**src/rtl/text_scan_addr_gen.sv**
```systemverilog
// Text-mode scan address generator: turns VGA pixel timing into character addresses
// and glyph coordinates, with hardware vertical scroll, underline cursor and blink.
module text_scan_addr_gen #(
    parameter int unsigned COLS         = 80,
    parameter int unsigned ROWS         = 30,
    parameter int unsigned GLYPH_W      = 8,
    parameter int unsigned GLYPH_H      = 16,
    parameter int unsigned ADDR_W       = 12,
    parameter int unsigned BLINK_FRAMES = 16,
    localparam int unsigned CW          = $clog2(COLS),
    localparam int unsigned RW          = $clog2(ROWS),
    localparam int unsigned GWW         = $clog2(GLYPH_W),
    localparam int unsigned GHW         = $clog2(GLYPH_H)
) (
    input  logic              CLK,
    input  logic              RST_N,
    input  logic              frame_start,
    input  logic              line_end,
    input  logic              v_active,
    input  logic              h_valid,
    input  logic [RW-1:0]     scroll_row,
    input  logic              cursor_en,
    input  logic [CW-1:0]     cursor_col,
    input  logic [RW-1:0]     cursor_row,
    output logic [ADDR_W-1:0] char_addr,
    output logic [GHW-1:0]    glyph_row,
    output logic [GWW-1:0]    glyph_col,
    output logic              pix_valid,
    output logic              cursor_hit,
    output logic              blink
);

    // Column/row counters need one extra code to saturate at COLS/ROWS.
    localparam int unsigned CCW = $clog2(COLS + 1);
    localparam int unsigned RCW = $clog2(ROWS + 1);
    localparam int unsigned FW  = (BLINK_FRAMES > 1) ? $clog2(BLINK_FRAMES) : 1;

    localparam logic [CCW-1:0]    COL_END   = CCW'(COLS);
    localparam logic [RCW-1:0]    ROW_END   = RCW'(ROWS);
    localparam logic [RW:0]       SCRL_END  = (RW + 1)'(ROWS);
    localparam logic [RW-1:0]     PROW_LAST = RW'(ROWS - 1);
    localparam logic [GWW-1:0]    GCOL_LAST = GWW'(GLYPH_W - 1);
    localparam logic [GHW-1:0]    GROW_LAST = GHW'(GLYPH_H - 1);
    localparam logic [GHW-1:0]    GROW_UL   = GHW'(GLYPH_H - 2);
    localparam logic [FW-1:0]     FCNT_LAST = FW'(BLINK_FRAMES - 1);
    localparam logic [ADDR_W-1:0] ROW_STEP  = ADDR_W'(COLS);

    logic [GWW-1:0]    gcol_q, gcol_d;
    logic [CCW-1:0]    col_q, col_d;
    logic [GHW-1:0]    grow_q, grow_d;
    logic [RCW-1:0]    trow_q, trow_d;
    logic [RW-1:0]     prow_q, prow_d;
    logic [ADDR_W-1:0] row_base_q, row_base_d;
    logic [FW-1:0]     fcnt_q, fcnt_d;
    logic              blink_q, blink_d;
    logic [ADDR_W-1:0] char_addr_q, char_addr_d;
    logic [GHW-1:0]    glyph_row_q, glyph_row_d;
    logic [GWW-1:0]    glyph_col_q, glyph_col_d;
    logic              pix_valid_q, pix_valid_d;
    logic              cursor_hit_q, cursor_hit_d;

    logic [RW-1:0]     scroll_sel;
    logic [ADDR_W-1:0] scroll_base;
    logic              in_text;

    // Out-of-range scroll requests fall back to the top of the buffer.
    assign scroll_sel  = ({1'b0, scroll_row} >= SCRL_END) ? '0 : scroll_row;
    assign scroll_base = ADDR_W'(scroll_sel) * ROW_STEP;
    assign in_text     = (col_q < COL_END) && (trow_q < ROW_END);

    always_comb begin
        gcol_d       = gcol_q;
        col_d        = col_q;
        grow_d       = grow_q;
        trow_d       = trow_q;
        prow_d       = prow_q;
        row_base_d   = row_base_q;
        fcnt_d       = fcnt_q;
        blink_d      = blink_q;
        char_addr_d  = char_addr_q;
        glyph_row_d  = glyph_row_q;
        glyph_col_d  = glyph_col_q;
        pix_valid_d  = 1'b0;
        cursor_hit_d = 1'b0;

        if (frame_start) begin
            gcol_d     = '0;
            col_d      = '0;
            grow_d     = '0;
            trow_d     = '0;
            prow_d     = scroll_sel;
            row_base_d = scroll_base;
            if (fcnt_q == FCNT_LAST) begin
                fcnt_d  = '0;
                blink_d = ~blink_q;
            end else begin
                fcnt_d = fcnt_q + FW'(1);
            end
        end else begin
            if (h_valid && v_active) begin
                pix_valid_d  = in_text;
                glyph_row_d  = grow_q;
                glyph_col_d  = gcol_q;
                cursor_hit_d = in_text && cursor_en && blink_q &&
                               (col_q == CCW'(cursor_col)) &&
                               (trow_q == RCW'(cursor_row)) && (grow_q >= GROW_UL);
                if (in_text) begin
                    char_addr_d = row_base_q + ADDR_W'(col_q);
                end
                if (gcol_q == GCOL_LAST) begin
                    gcol_d = '0;
                    if (col_q < COL_END) begin
                        col_d = col_q + CCW'(1);
                    end
                end else begin
                    gcol_d = gcol_q + GWW'(1);
                end
            end

            // Applied after the pixel step so a pixel on the line_end cycle still counts.
            if (line_end) begin
                gcol_d = '0;
                col_d  = '0;
                if (v_active && (trow_q < ROW_END)) begin
                    if (grow_q == GROW_LAST) begin
                        grow_d = '0;
                        trow_d = trow_q + RCW'(1);
                        if (prow_q == PROW_LAST) begin
                            prow_d     = '0;
                            row_base_d = '0;
                        end else begin
                            prow_d     = prow_q + RW'(1);
                            row_base_d = row_base_q + ROW_STEP;
                        end
                    end else begin
                        grow_d = grow_q + GHW'(1);
                    end
                end
            end
        end
    end

    always_ff @(posedge CLK or negedge RST_N) begin
        if (!RST_N) begin
            gcol_q       <= '0;
            col_q        <= '0;
            grow_q       <= '0;
            trow_q       <= '0;
            prow_q       <= '0;
            row_base_q   <= '0;
            fcnt_q       <= '0;
            blink_q      <= 1'b0;
            char_addr_q  <= '0;
            glyph_row_q  <= '0;
            glyph_col_q  <= '0;
            pix_valid_q  <= 1'b0;
            cursor_hit_q <= 1'b0;
        end else begin
            gcol_q       <= gcol_d;
            col_q        <= col_d;
            grow_q       <= grow_d;
            trow_q       <= trow_d;
            prow_q       <= prow_d;
            row_base_q   <= row_base_d;
            fcnt_q       <= fcnt_d;
            blink_q      <= blink_d;
            char_addr_q  <= char_addr_d;
            glyph_row_q  <= glyph_row_d;
            glyph_col_q  <= glyph_col_d;
            pix_valid_q  <= pix_valid_d;
            cursor_hit_q <= cursor_hit_d;
        end
    end

    assign char_addr  = char_addr_q;
    assign glyph_row  = glyph_row_q;
    assign glyph_col  = glyph_col_q;
    assign pix_valid  = pix_valid_q;
    assign cursor_hit = cursor_hit_q;
    assign blink      = blink_q;

endmodule

```
**config.mk**
```make
export PLATFORM = sky130hd
export DESIGN_NAME = text_scan_addr_gen
export DESIGN_NICKNAME = d
export VERILOG_FILES = /design/src/rtl/text_scan_addr_gen.sv
export SDC_FILE = /design/constraint.sdc
export NUM_CORES = 1
export LEC_CHECK = 0
export ABC_AREA = 1
export BUFFER_PORTS_ARGS = -buffer_cell sky130_fd_sc_hd__buf_4
export CAP_MARGIN = 40
export CORE_MARGIN = 2
export CORE_UTILIZATION = 35
export DETAILED_ROUTE_END_ITERATION = 8
export PLACE_DENSITY = 0.52
export SYNTH_ARGS = -nofsm -noshare
export SYNTH_HDL_FRONTEND = slang
export SYNTH_SLANG_ARGS = --single-unit
```
**constraint.sdc**
```tcl
create_clock -name CLK -period 3.6 [get_ports CLK]
set_clock_uncertainty 0.1 [all_clocks]
set_input_delay 0.36 -clock CLK [delete_from_list [all_inputs] [get_ports CLK]]
set_output_delay 0.36 -clock CLK [all_outputs]
set_load 0.005 [all_outputs]
```
After elaboration in Yosys (flattened, before gate mapping)
Cells that the tools add are included.
- input port bits: 24
- output and inout port bits: 22
- word-level logic and storage cells: 87
- register bits: 62
- multipliers: 1
- $add $sub $neg: 8
- reductions and logical operators: 20
- $lt $le $gt $ge: 4
- eq/ne operators: 6
- multiplexer cells: 33
- bitwise operators: 2
- operator list (operator ; count):
    12-bit 2-to-1 mux ; 5
    5-bit 2-to-1 mux ; 10
    7-bit 2-to-1 mux ; 5
    4-bit 2-to-1 mux ; 5
    12-bit by 7-bit adder with 12-bit output ; 1
    12-bit by 7-bit adder with 12-bit output (second input constant) ; 1
    3-bit 2-to-1 mux ; 4
    5-bit by 1-bit adder with 5-bit output (second input constant) ; 2
    3-bit AND reduction ; 3
    3-bit nonzero test ; 3
    4-bit by 1-bit adder with 4-bit output (second input constant) ; 2
    4-bit equality test (second input constant) ; 2
    1-bit logical AND ; 8
    5-bit by 3-bit multiplier with 8-bit output (second input constant) ; 1
    7-bit by 1-bit adder with 7-bit output (second input constant) ; 1
    7-bit equality test ; 1
    7-bit < comparator (second input constant) ; 1
    2-bit AND reduction ; 3
    2-bit nonzero test ; 3
    5-bit equality test ; 1
    5-bit equality test (second input constant) ; 1
    5-bit >= comparator (second input constant) ; 1
    5-bit < comparator (second input constant) ; 1
    4-bit >= comparator (second input constant) ; 1
    other kinds (4) ; 8

Depth between registers and ports, before layout
Gate-level depths: netlist of the first run.
- word-level depth: 9
- mapped depth: 16
- gate-level depth less buffers: 16

Least setup slack after synthesis of the first run
OpenSTA, ideal clock, no wires.
- kind: input -> register
- start point: in scroll_row[4]
- end point: reg row_base_q[9]
- slack: 1535 ps
- required time: 3424 ps
- arrival time: 1888 ps
- stages: 14
- buffers on the path: 0
- cells stage by stage: nand2_1 > inv_1 > nand2_1 > inv_1 > nor2_1 > nor2_1 > nor2_1 > ha_1 > inv_1 > fa_1 > xor2_1 > o21ai_0 > nand2_1 > o21ai_1
- word-level cells in the longest chain between the ends: 4
- ends and longest elaborated chain (element ; RTL line ; source):
    start: declaration ; 21 ; input logic [RW-1:0] scroll_row,
    5-bit >= comparator ; 67 ; assign scroll_sel = ({1'b0, scroll_row} >= SCRL_END) ? '0 : scroll_row;
    5-bit 2-to-1 mux (*) ; 67 ;
    5-bit by 3-bit multiplier with 8-bit output (*) ; 68 ; assign scroll_base = ADDR_W'(scroll_sel) * ROW_STEP;
    12-bit 2-to-1 mux (*) ; 86 ; if (frame_start) begin
    end signal: assignment ; 164 ; row_base_q <= row_base_d;
    end: declaration ; 53 ; logic [ADDR_W-1:0] row_base_q, row_base_d;
Mark *: on every way between the ends. The rest lies on a longest branch, timed or not.
A chain may end at the register's enable or synchronous reset.

Worst setup path after layout of the first run
Ends and elaborated chain as after synthesis.

==> results.md, run 1 <==
* Area leader, netlist: dfrtp_1
* Num ports at 46
* # rows at 36
* Die Span Y at 103 µm
* DRC at 0
* Fillers at 999
* Initial Util at 35.7%
* Syn Area/Cell at 8.30 µm²
* R2R Setup Slk at 1650 ps
* Initial antenna violation count at 0
* Largest net degree at the start of global routing at 59
* CP startpoint: scroll_row[4]
* Worst-skew pair later-pin latency at 340 ps
* Routed Antenna Nets at 0
* Ranking of synthesized cells by area: dfrtp_1 42%, nand2_1 10%, ha_1 6.5%
* Reg-to-reg startpoint: grow_q[1]
* Setup TNS at 0 ps
* Diode count at 0
* Max IR drop VDD at 0.266 mV
* DR iter-0 viols at 92
* Synth top area share at 41.9%
* DP HPWL at 5630 µm
* CTS max path bufs at 2
* Maximum fanout along the worst path at 5
* CP endpoint kind: register
* Port Buffers at 45
* CTS tree: done
* # placed instances at 587
* Yosys reg bits at 58
* Post-Layout Cell Count at 603
* CORE AREA at 9680 µm²
* GRT overflow at 0
* DR vias at 2884
* Post-Synthesis Cells at 417
* Placer congestion estimate at 0.792
* DIE AREA at 10700 µm²
* P_leak at 2.04 nW
* CTS clk-pin slew, worst paths at 70 ps
* Postcts setup bufs at 0
* Crit Path Class: input pin to register
* Unrepaired setup endpoints after global routing: false
* CP arrival at 2180 ps
* HP Class: input pin to asynchronous set/reset pin
* Crit Reg-Reg Endpoint: row_base_q[4]
* Path depth of the worst reg2reg path at 8
* CTS H-tree lvls at 3
* GRT Total Usage at 16.2%
* Vias/cell at 4.78
* Post-Route WL at 7670 µm
* Layout Nets at 508
* Max cap viols at 0
* Unique masters post-synth at 47
* PostCTS Resize Cnt at 0
* Worst-margin pin slew at 747 ps
* Fin util at 42.9%
* Max Slew Vio Count at 0
* # setup viols final at 0
* Outcome: complete, but fails checks
* Fin Hold WS at -2.58 ps
* Violated checks: hold timing
* Crit path to: row_base_q[9]
* Worst setup SP type: input pin
* Power Density at 478 nW/µm²
* Clock Sink Count at 58
* Required time worst endpoint at 3770 ps
* Final cycle utilization of the critical path at 55.9%
* Sequential area share after synthesis at 41.9%
* Layout cells sized above 1 at 19.8%
* Final min period at 2010 ps
* Multi-input logic area at 1740 µm²
* Reg area at 1450 µm²
* Vias in the first global route at 2794
* DR pass1 iterations at 4
* Global-route wire length before repair at 13300 µm
* Yosys warns at 0
* Hold buffers post-CTS at 0
* Hold Vio Cnt, Final at 5
* Max_slew headroom at 50.2%
* Cell Area, Synth at 3460 µm²
* Die Span X at 103 µm
* P&R area growth vs syn at 19.9%
* CTS buffer count at 9
* Clk root buf: clkbuf_8
* Syn nets at 460
* Fmax at 497 MHz
* Wire length per cell at 12.7 µm
-- power by group --
| part | total, W | switching, W | internal (W) | leakage [nW] |
|---|---|---|---|---|
| clock | 0.000759 | 0.000264 | 0.000495 | 0.129 |
| combinational | 0.000400 | 0.000217 | 0.000183 | 1.16 |
| sequential | 0.000827 | 0.0000831 | 0.000744 | 0.748 |
-- per-stage QoR --
stage | hold slack [ps] | power [W] | setup slack, ps | cell area, µm²
2_1_floorplan | -35.6 | 0.00109 | 1540 | 3460
3_3_place_gp | 366 | 0.00124 | 1310 | 3900
3_5_place_dp | 369 | 0.00124 | 1240 | 3900
4_1_cts | 14.9 | 0.00202 | 1610 | 4150
5_1_grt | 46.8 | 0.00211 | 1420 | 4150
6_report | -2.58 | 0.00199 | 1590 | 4150
-- logic make-up (layout without fill, tap and decap cells) --
| family | Yosys count | count (layout) | share of synthesized area [%] |
|---|---|---|---|
| other | 1 | 1 | 0.108 |
| adders and majority gates | 19 | 19 | 7.08 |
| DFF | 58 | 58 | 41.9 |
| AOI/OAI and AO/OA | 78 | 78 | 14.4 |
| and+or+nand+nor | 181 | 181 | 23.8 |
| xor gates and xnor gates | 17 | 17 | 4.30 |
| buffers and inverters | 61 | 114 | 7.77 |
| muxes | 2 | 2 | 0.650 |
-- layout by cell type, fill, tap and decap left out, types with 2 or more instances in the layout --
cell        n
a21oi_1    20
nand2_1    95
o21ai_0    21
o22ai_1     6
a22oi_1     2
nand3_1    31
nand2_2     5
buf_4      46
mux2_2      2
a22o_1      2
xor2_1     11
nor4_1      2
bufinv_16   3
nand3_2     3
nor2_1     32
nor3_1      2
clkinv_2    3
xnor2_1     6
o21ai_2     5
o21ai_1    10
nand4_1     3
inv_1      48
dfrtp_1    58
inv_2       3
ha_1       18
clkbuf_8   11
o31ai_1     3
o211ai_2    3
-- critical path: stages --
cell and delay [ps]:
buf_4 120, nand2_1 70, inv_1 40, nand2_1 120, inv_1 70, nor2_1 160, nor2_1 60, nor2_1 120
ha_1 180, inv_1 60, fa_1 390, xor2_1 150, o21ai_0 140, nand2_1 60, o21ai_1 70
-- layout make-up --
type | count | share of cell area (%)
inverters | 52 | 4.73
repair buffers | 46 | 8.32
well taps | 133 | 4.01
clock buffers | 11 | 3.65
flip-flops and latches | 58 | 35.0
multi-input cells | 298 | 41.9
clock inverters | 5 | 2.41
-- synthesized netlist by cell type (all sizes together) --
cell / instances
clkbuf: 3
clkinv: 1
mux2: 2
fa: 1
o21ai: 36
a221oi: 1
nand3: 34
xor2: 11
o31ai: 3
dfrtp: 58
or2: 2
buf: 6
conb: 1
a31oi: 1
nor2: 34
xnor2: 6
nand3b: 1
nand4: 4
a21oi: 21
inv: 51
nor4: 2
o22ai: 6
a21boi: 1
a22oi: 2
a22o: 2
nor3: 3
nand2: 101
o211ai: 4
ha: 18
o221ai: 1
-- worst min-delay path by stage --
stage                        startpoint            end  slack (ps)  cells after the start
after floorplan                   RST_N          blink         -40                      0
after global placement     char_addr[3]   char_addr[3]         370                      2
after detailed placement  char_addr[10]  char_addr[10]         370                      2
after CTS                         RST_N   glyph_row[3]          10                      1
after global routing              RST_N   glyph_col[2]          50                      1
final                             RST_N     cursor_hit          -3                      1
-- registers in the layout, summed over array words and instances (netlist names) --
register	flops
fcnt_q	4
pix_valid	1
prow_q	5
gcol_q	3
glyph_col	3
glyph_row	4
trow_q	5
char_addr	12
blink	1
row_base_q	8
grow_q	4
col_q	7
cursor_hit	1
-- layer usage --
metal | track usage, % | up-vias | part of all wire, %
li1 | - | 1473 | -
met1 | 20.8 | 1353 | 47
met2 | 26.3 | 46 | 48
met3 | 3.70 | 12 | 3.4
met4 | 6.38 | 0 | 1.9
met5 | 0 | - | 0
Power figures use the tool's default switching activity.
==> inputs of run 2 (changes only) <==
--- a/config.mk
+++ b/config.mk
@@ -11,7 +11,7 @@
 export CORE_MARGIN = 2
 export CORE_UTILIZATION = 35
 export DETAILED_ROUTE_END_ITERATION = 8
-export PLACE_DENSITY = 0.52
+export PLACE_DENSITY = 0.54
 export SYNTH_ARGS = -nofsm -noshare
 export SYNTH_HDL_FRONTEND = slang
 export SYNTH_SLANG_ARGS = --single-unit
==> constraint.sdc (replaced) <==
create_clock -name CLK -period 1.7 [get_ports CLK]
set_clock_uncertainty 0.1 [all_clocks]
set_input_delay 0.17 -clock CLK [delete_from_list [all_inputs] [get_ports CLK]]
set_output_delay 0.17 -clock CLK [all_outputs]
set_load 0.005 [all_outputs]
==> run 2 against run 1 <==
  * The flow now finishes without violations
  * Non-clock buffer count increased by 38
  * Critical path type unchanged
  * Critical endpoint unchanged
  * Highest routed layer unchanged
  * Final cell count increased by 6.3%
  * First-iteration DRC count increased by 12%
  * Largest cell class unchanged
  * Wire length increased by 2.9%
  * Clock power increased by 61%
  * Hold slack improved by 27 ps
==> results.md, run 2 (synthesis gave the netlist of run 1 again) <==
* Outcome: complete, no violations
* CTS max path bufs at 2 (unchanged)
* Global-route wire length before repair at 13800 µm (+3.3%)
* Vias in the first global route at 2983 (+6.8%)
* Clock share of power at 30.9% (-7.3 points)
* Fmax at 601 MHz
* Net Sw Frac at 31.2% (+2.8 points)
* Initial Util at 35.7% (unchanged)
* Worst setup SP type: input pin
* Fin util at 47.1% (+4.3 points)
* Layout cells sized above 1 at 31.5% (+12 points)
* Commonest cells after routing, fill and taps aside: 89 x nand2_1, 81 x buf_4, 57 x dfrtp_1
* Hold Vio Cnt, Final at 0 (-5)
* Most frequent CP cell: inv_2
* Reg area at 1450 µm² (about the same)
* DR pass1 iterations at 5 (+1)
* Top delay family on crit path: adder cells
* Fillers at 988 (-1.1%)
* Routed Antenna Nets at 0 (unchanged)
* GRT overflow at 0 (unchanged)
* Clock Sink Count at 58 (unchanged)
* DP HPWL at 6080 µm (+8.0%)
* DR iter-0 viols at 103 (+12%)
* CP Cell Sequence: buf_4 -> nand2_4 -> inv_2 -> nand2_8 -> inv_6 -> nor2_4 -> inv_2 -> nor2_4 -> nor2_2 -> ha_4 -> inv_2 -> fa_2 -> xor2_1 -> o21ai_1 -> nand2_1 -> o21ai_1
* P_leak at 2.19 nW (+7.4%)
* CORE AREA at 9680 µm² (unchanged)
* Vias/cell at 4.64 (-3.0%)
* P&R area growth vs syn at 31.8%
* CTS tree: done
* Power Density at 867 nW/µm² (+81%)
* Crit Path Class: input pin to register
* Placer congestion estimate at 0.835 (+5.5%)
* CTS buffer count at 9 (unchanged)
* Clk root buf: clkbuf_8
* Post-Route WL at 7890 µm (+2.9%)
* Worst-skew pair later-pin latency at 330 ps (about the same)
* Diode count at 0 (unchanged)
* Comb pwr share at 25.4% (+5.3 points)
* GRT Total Usage at 16.5% (+0.38 points)
* Max reg flops at 12 (unchanged)
* CP arrival at 1830 ps (-350 ps)
* Most common cell after layout, fill and taps aside: nand2_1
* CP max stage delay at 360 ps (-30 ps)
* Num ports at 46 (unchanged)
* Die Span X at 103 µm (unchanged)
* Port Buffers at 45 (unchanged)
* # rows at 36 (unchanged)
* DRC at 0 (unchanged)
* Required time worst endpoint at 1870 ps (-1900 ps)
* CTS clk-pin slew, worst paths at 70 ps (about the same)
* Layout Nets at 546 (+7.5%)
* Sequential power share at 43.7% (+2.1 points)
* CP max-delay cell: fa_2
* Unrepaired setup endpoints after global routing: true
* Internal power at 0.00272 W (+92%)
* Max Slew Vio Count at 0 (unchanged)
* Wire length per cell at 12.3 µm (-3.2%)
* Fin Hold WS at 24.3 ps (+26.9 ps)
* Maximum fanout along the worst path at 5 (unchanged)
* Max IR drop VDD at 0.472 mV (+78%)
* DIE AREA at 10700 µm² (unchanged)
* Psw at 0.00123 W (+120%)
* # setup viols final at 0 (unchanged)
* Die Span Y at 103 µm (unchanged)
* DR vias at 2974 (+3.1%)
* Multi-input logic area at 1900 µm² (+8.9%)
* CP Buf/Inv Count at 5 (+1)
* Largest net degree at the start of global routing at 25 (-58%)
* Final cycle utilization of the critical path at 97.8%
* CP endpoint kind: register
* Max cap viols at 0 (unchanged)
* Initial antenna violation count at 0 (unchanged)
* Final min period at 1660 ps
* HP Class: input pin to register
* CTS H-tree lvls at 3 (unchanged)
-- run 2: cell types whose count changed in the layout (fill, tap and decap cells not counted), sizes merged, moves of 2 or more --
| cell | delta |
|---|---|
| buf | +36 |
| clkinv | +3 |
| bufinv | -2 |
| clkinvlp | +2 |
| dlygate4sd3 | +2 |
| inv | -2 |
-- run 2: final cells by class --
| cell class | count | area share [%] |
|---|---|---|
| clock buffers | 10 | 2.80 |
| repair buffers | 84 | 14.2 |
| clock inverters | 6 | 1.26 |
| well taps | 133 | 3.65 |
| inverters | 52 | 4.71 |
| flip-flops and latches | 58 | 31.8 |
| multi-input cells | 298 | 41.6 |
-- run 2: worst min-delay path, cell delays in order --
cell      delay [ps]
buf_4             80
a221oi_1          60
nand3_1           60
nor2_1            40
-- run 2: power groups by stage --
| stage | Clock (W) | Sequential [W] | Combinational, W |
|---|---|---|---|
| final | 0.00122 | 0.00173 | 0.00101 |
| after global routing | 0.00133 | 0.00176 | 0.00117 |
| after CTS | 0.00127 | 0.00173 | 0.000975 |
| after detailed placement | 0 | 0.00175 | 0.000965 |
| after global placement | 0 | 0.00175 | 0.000954 |
| after floorplan | 0 | 0.00173 | 0.000578 |
-- run 2: stage by stage --
step                cells  total power, W  worst slack [ps]  TNS (ps)  cell area, µm²
floorplan             417         0.00231             -19.3     -24.4            3510
global placement      619         0.00271              -207      -716            4200
detailed placement    619         0.00272              -260      -886            4200
CTS                   637         0.00397              44.5         0            4410
global route          641         0.00426             -36.6     -79.6            4560
finish                641         0.00396              37.2         0            4560
-- run 2: final timing paths --
path	startpoint	slack (ps)	to	depth (start not counted)
min reg2reg	char_addr[1]	380	char_addr[1]	2
max in group asynchronous	RST_N	840	row_base_q[8]	3
min in group asynchronous	RST_N	170	col_q[3]	2
max	scroll_row[4]	40	row_base_q[9]	16
max reg2reg	row_base_q[5]	80	row_base_q[8]	7
min	cursor_col[1]	20	cursor_hit	4
-- run 2: what timing repair did --
action | in CTS | in global routing
buffers inserted | 0 | 4
endpoints found under the setup margin | 0 | 13
gates resized for setup | 0 | 34
hold buffers | 2 | 0
endpoints found under the hold margin | 59 | 0
-- run 2: routing by layer --
layer / part of all wire [%] / global-route usage (%)
met4: 1.4 / 5.77
met1: 47 / 20.6
met2: 50 / 28.4
met5: 0 / 0
met3: 2.2 / 3.43
==> inputs of run 3 (changes only) <==
--- a/config.mk
+++ b/config.mk
@@ -11,7 +11,9 @@
 export CORE_MARGIN = 2
 export CORE_UTILIZATION = 35
 export DETAILED_ROUTE_END_ITERATION = 8
+export MAX_ROUTING_LAYER = met4
 export PLACE_DENSITY = 0.54
 export SYNTH_ARGS = -nofsm -noshare
 export SYNTH_HDL_FRONTEND = slang
 export SYNTH_SLANG_ARGS = --single-unit
+export TNS_END_PERCENT = 5
==> run 3 against run 2 <==
  * Hold slack worse by 1.9 ps
  * Die area is the same
  * Total power about the same
  * Utilization decreased by 0.32 points
  * Fmax down 0.27%
  * Sequential share of layout area grew 0.22 points
  * First-iteration DRC count fell by 20%
  * Clock power about the same
  * Final cell count rose by 0.31%
  * Highest routed layer unchanged
==> results.md, run 3 (synthesis gave the netlist of run 1 again) <==
* Final min period at 1670 ps (+4.54 ps)
* Fin Hold WS at 22.5 ps (-1.87 ps)
* CTS buffer count at 9 (unchanged)
* Sequential power share at 43.8% (about the same)
* Reg-to-reg startpoint: col_q[5]
* Pre-CTS WS at -308 ps (-48.2 ps)
* Routed Antenna Nets at 0 (unchanged)
* Crit Path Class: register to register
* Placer congestion estimate at 0.823 (-1.5%)
* Die Span X at 103 µm (unchanged)
* Required time worst endpoint at 1820 ps (-50 ps)
* Net Sw Frac at 30.4% (-0.76 points)
* Final worst slack at 32.6 ps (-4.54 ps)
* CTS clk-pin slew, worst paths at 60 ps (about the same)
* Global-route wire length before repair at 13700 µm (-0.55%)
* Max Slew Vio Count at 0 (unchanged)
* Worst setup SP type: register
* Largest net degree at the start of global routing at 43 (+72%)
* Maximum fanout along the worst path at 6 (+1)
* Fillers at 952 (-3.6%)
* Cell area after layout at 4530 µm² (-0.69%)
* Diode count at 0 (unchanged)
* DR vias at 3060 (+2.9%)
* DIE AREA at 10700 µm² (unchanged)
* CP max-delay cell: dfrtp_1
* CTS tree: done
* Most common cell after layout, fill and taps aside: nand2_1
* GRT overflow at 0 (unchanged)
* CP endpoint kind: register
* DR pass1 iterations at 7 (+2)
* Clk root buf: clkbuf_8
* Dpl cell area at 4190 µm² (-0.21%)
* Layout cells sized above 1 at 31.0% (-0.52 points)
* Port Buffers at 45 (unchanged)
* # rows at 36 (unchanged)
* CP arrival at 1780 ps (-50 ps)
* Unrepaired setup endpoints after global routing: true
* Vias in the first global route at 2940 (-1.4%)
* Initial Util at 35.7% (unchanged)
* Reg area at 1450 µm² (unchanged)
* Multi-input logic area at 1860 µm² (-2.0%)
* Vias/cell at 4.76 (+2.6%)
* Post-Route WL at 8060 µm (+2.2%)
* CP Buf/Inv Count at 1 (-4)
* Internal power at 0.00276 W (+1.2%)
* CORE AREA at 9680 µm² (unchanged)
* Power Density at 874 nW/µm² (+0.77%)
* CP startpoint: col_q[5]
* Fmax at 600 MHz (-0.27%)
* DP HPWL at 6200 µm (+2.1%)
* P_leak at 2.21 nW (+0.94%)
* Comb pwr share at 24.9% (-0.5 points)
* CP Cell Sequence: buf_6 -> o21ai_4 -> nand3_2 -> nand2_4 -> nand3_4 -> nor2_4 -> xnor2_1 -> nor2_1
* Outcome: complete, no violations
* Clock share of power at 31.3% (+0.4 points)
* DRC at 0 (unchanged)
* Die Span Y at 103 µm (unchanged)
* Overall power at 0.00396 W (about the same)
* Wire length per cell at 12.5 µm (+1.8%)
* Initial antenna violation count at 0 (unchanged)
* GRT Total Usage at 16.9% (+0.34 points)
* Final cycle utilization of the critical path at 98.1% (+0.27 points)
* Top delay family on crit path: simple AND/OR/NAND/NOR gates
* Max cap viols at 0 (unchanged)
* HP Class: input pin to register
* Psw at 0.00120 W (-2.4%)
* Min-delay src: frame_start
* Layout Nets at 549 (+0.55%)
* DR iter-0 viols at 82 (-20%)
* Num ports at 46 (unchanged)
* Commonest cells after routing, fill and taps aside: 91 x nand2_1, 84 x buf_4, 57 x dfrtp_1
* # setup viols final at 0 (unchanged)
* CTS H-tree lvls at 3 (unchanged)
* Hold Vio Cnt, Final at 0 (unchanged)
* P&R area growth vs syn at 30.9%
* Fin util at 46.8% (-0.32 points)
* CTS max path bufs at 2 (unchanged)
* Max reg flops at 12 (unchanged)
* CP max stage delay at 420 ps (+60 ps)
* Max IR drop VDD at 0.622 mV (+32%)
* Worst-skew pair later-pin latency at 340 ps (about the same)
* Clock Sink Count at 58 (unchanged)
## run 3: what timing repair did
| action | CTS | global route |
|---|---|---|
| hold endpoints to repair | 58 | 0 |
| endpoints found under the setup margin | 2 | 17 |
| resized for setup | 1 | 29 |
| pin swaps | 0 | 9 |
| buffers inserted | 0 | 5 |
| hold buffers | 1 | 0 |
| cloned | 0 | 0 |
## run 3: through the flow
stage | TNS, ps | instances
floorplan | -84.3 | 417
global placement | -802 | 622
detailed placement | -1100 | 622
CTS | 0 | 638
global route | -128 | 643
finish | 0 | 643
## run 3: power by group through the flow
stage / logic (W) / registers (W) / clock network (W)
4_1_cts: 0.000981 / 0.00173 / 0.00128
6_report: 0.000988 / 0.00173 / 0.00124
2_1_floorplan: 0.000573 / 0.00173 / 0
3_3_place_gp: 0.000954 / 0.00175 / 0
3_5_place_dp: 0.000974 / 0.00176 / 0
5_1_grt: 0.00114 / 0.00176 / 0.00134
## run 3: layer usage
metal,global-route usage [%],part of all wire [%]
met3,3.43,3.0
met5,-,0
met1,20.5,46
met4,3.95,1.0
met2,28.9,50
## run 3: final timing paths
path                                 to  slack (ps)  depth (start not counted)
setup / recovery               col_q[5]          30                          8
hold / removal                trow_q[4]          20                          2
setup reg to reg               col_q[5]          30                          8
hold reg to reg            char_addr[1]         380                          2
max in group asynchronous      col_q[6]         840                          3
min in group asynchronous  char_addr[7]         130                          2
## run 3: final cells by class
cell class / count / share of cell area, %
Timing Repair Buffer: 87 / 14.8
Inverter: 52 / 4.39
Multi-Input combinational cell: 298 / 41.0
Clock inverter: 3 / 0.883
Clock buffer: 12 / 3.20
Sequential cell: 58 / 32.0
Tap cell: 133 / 3.67
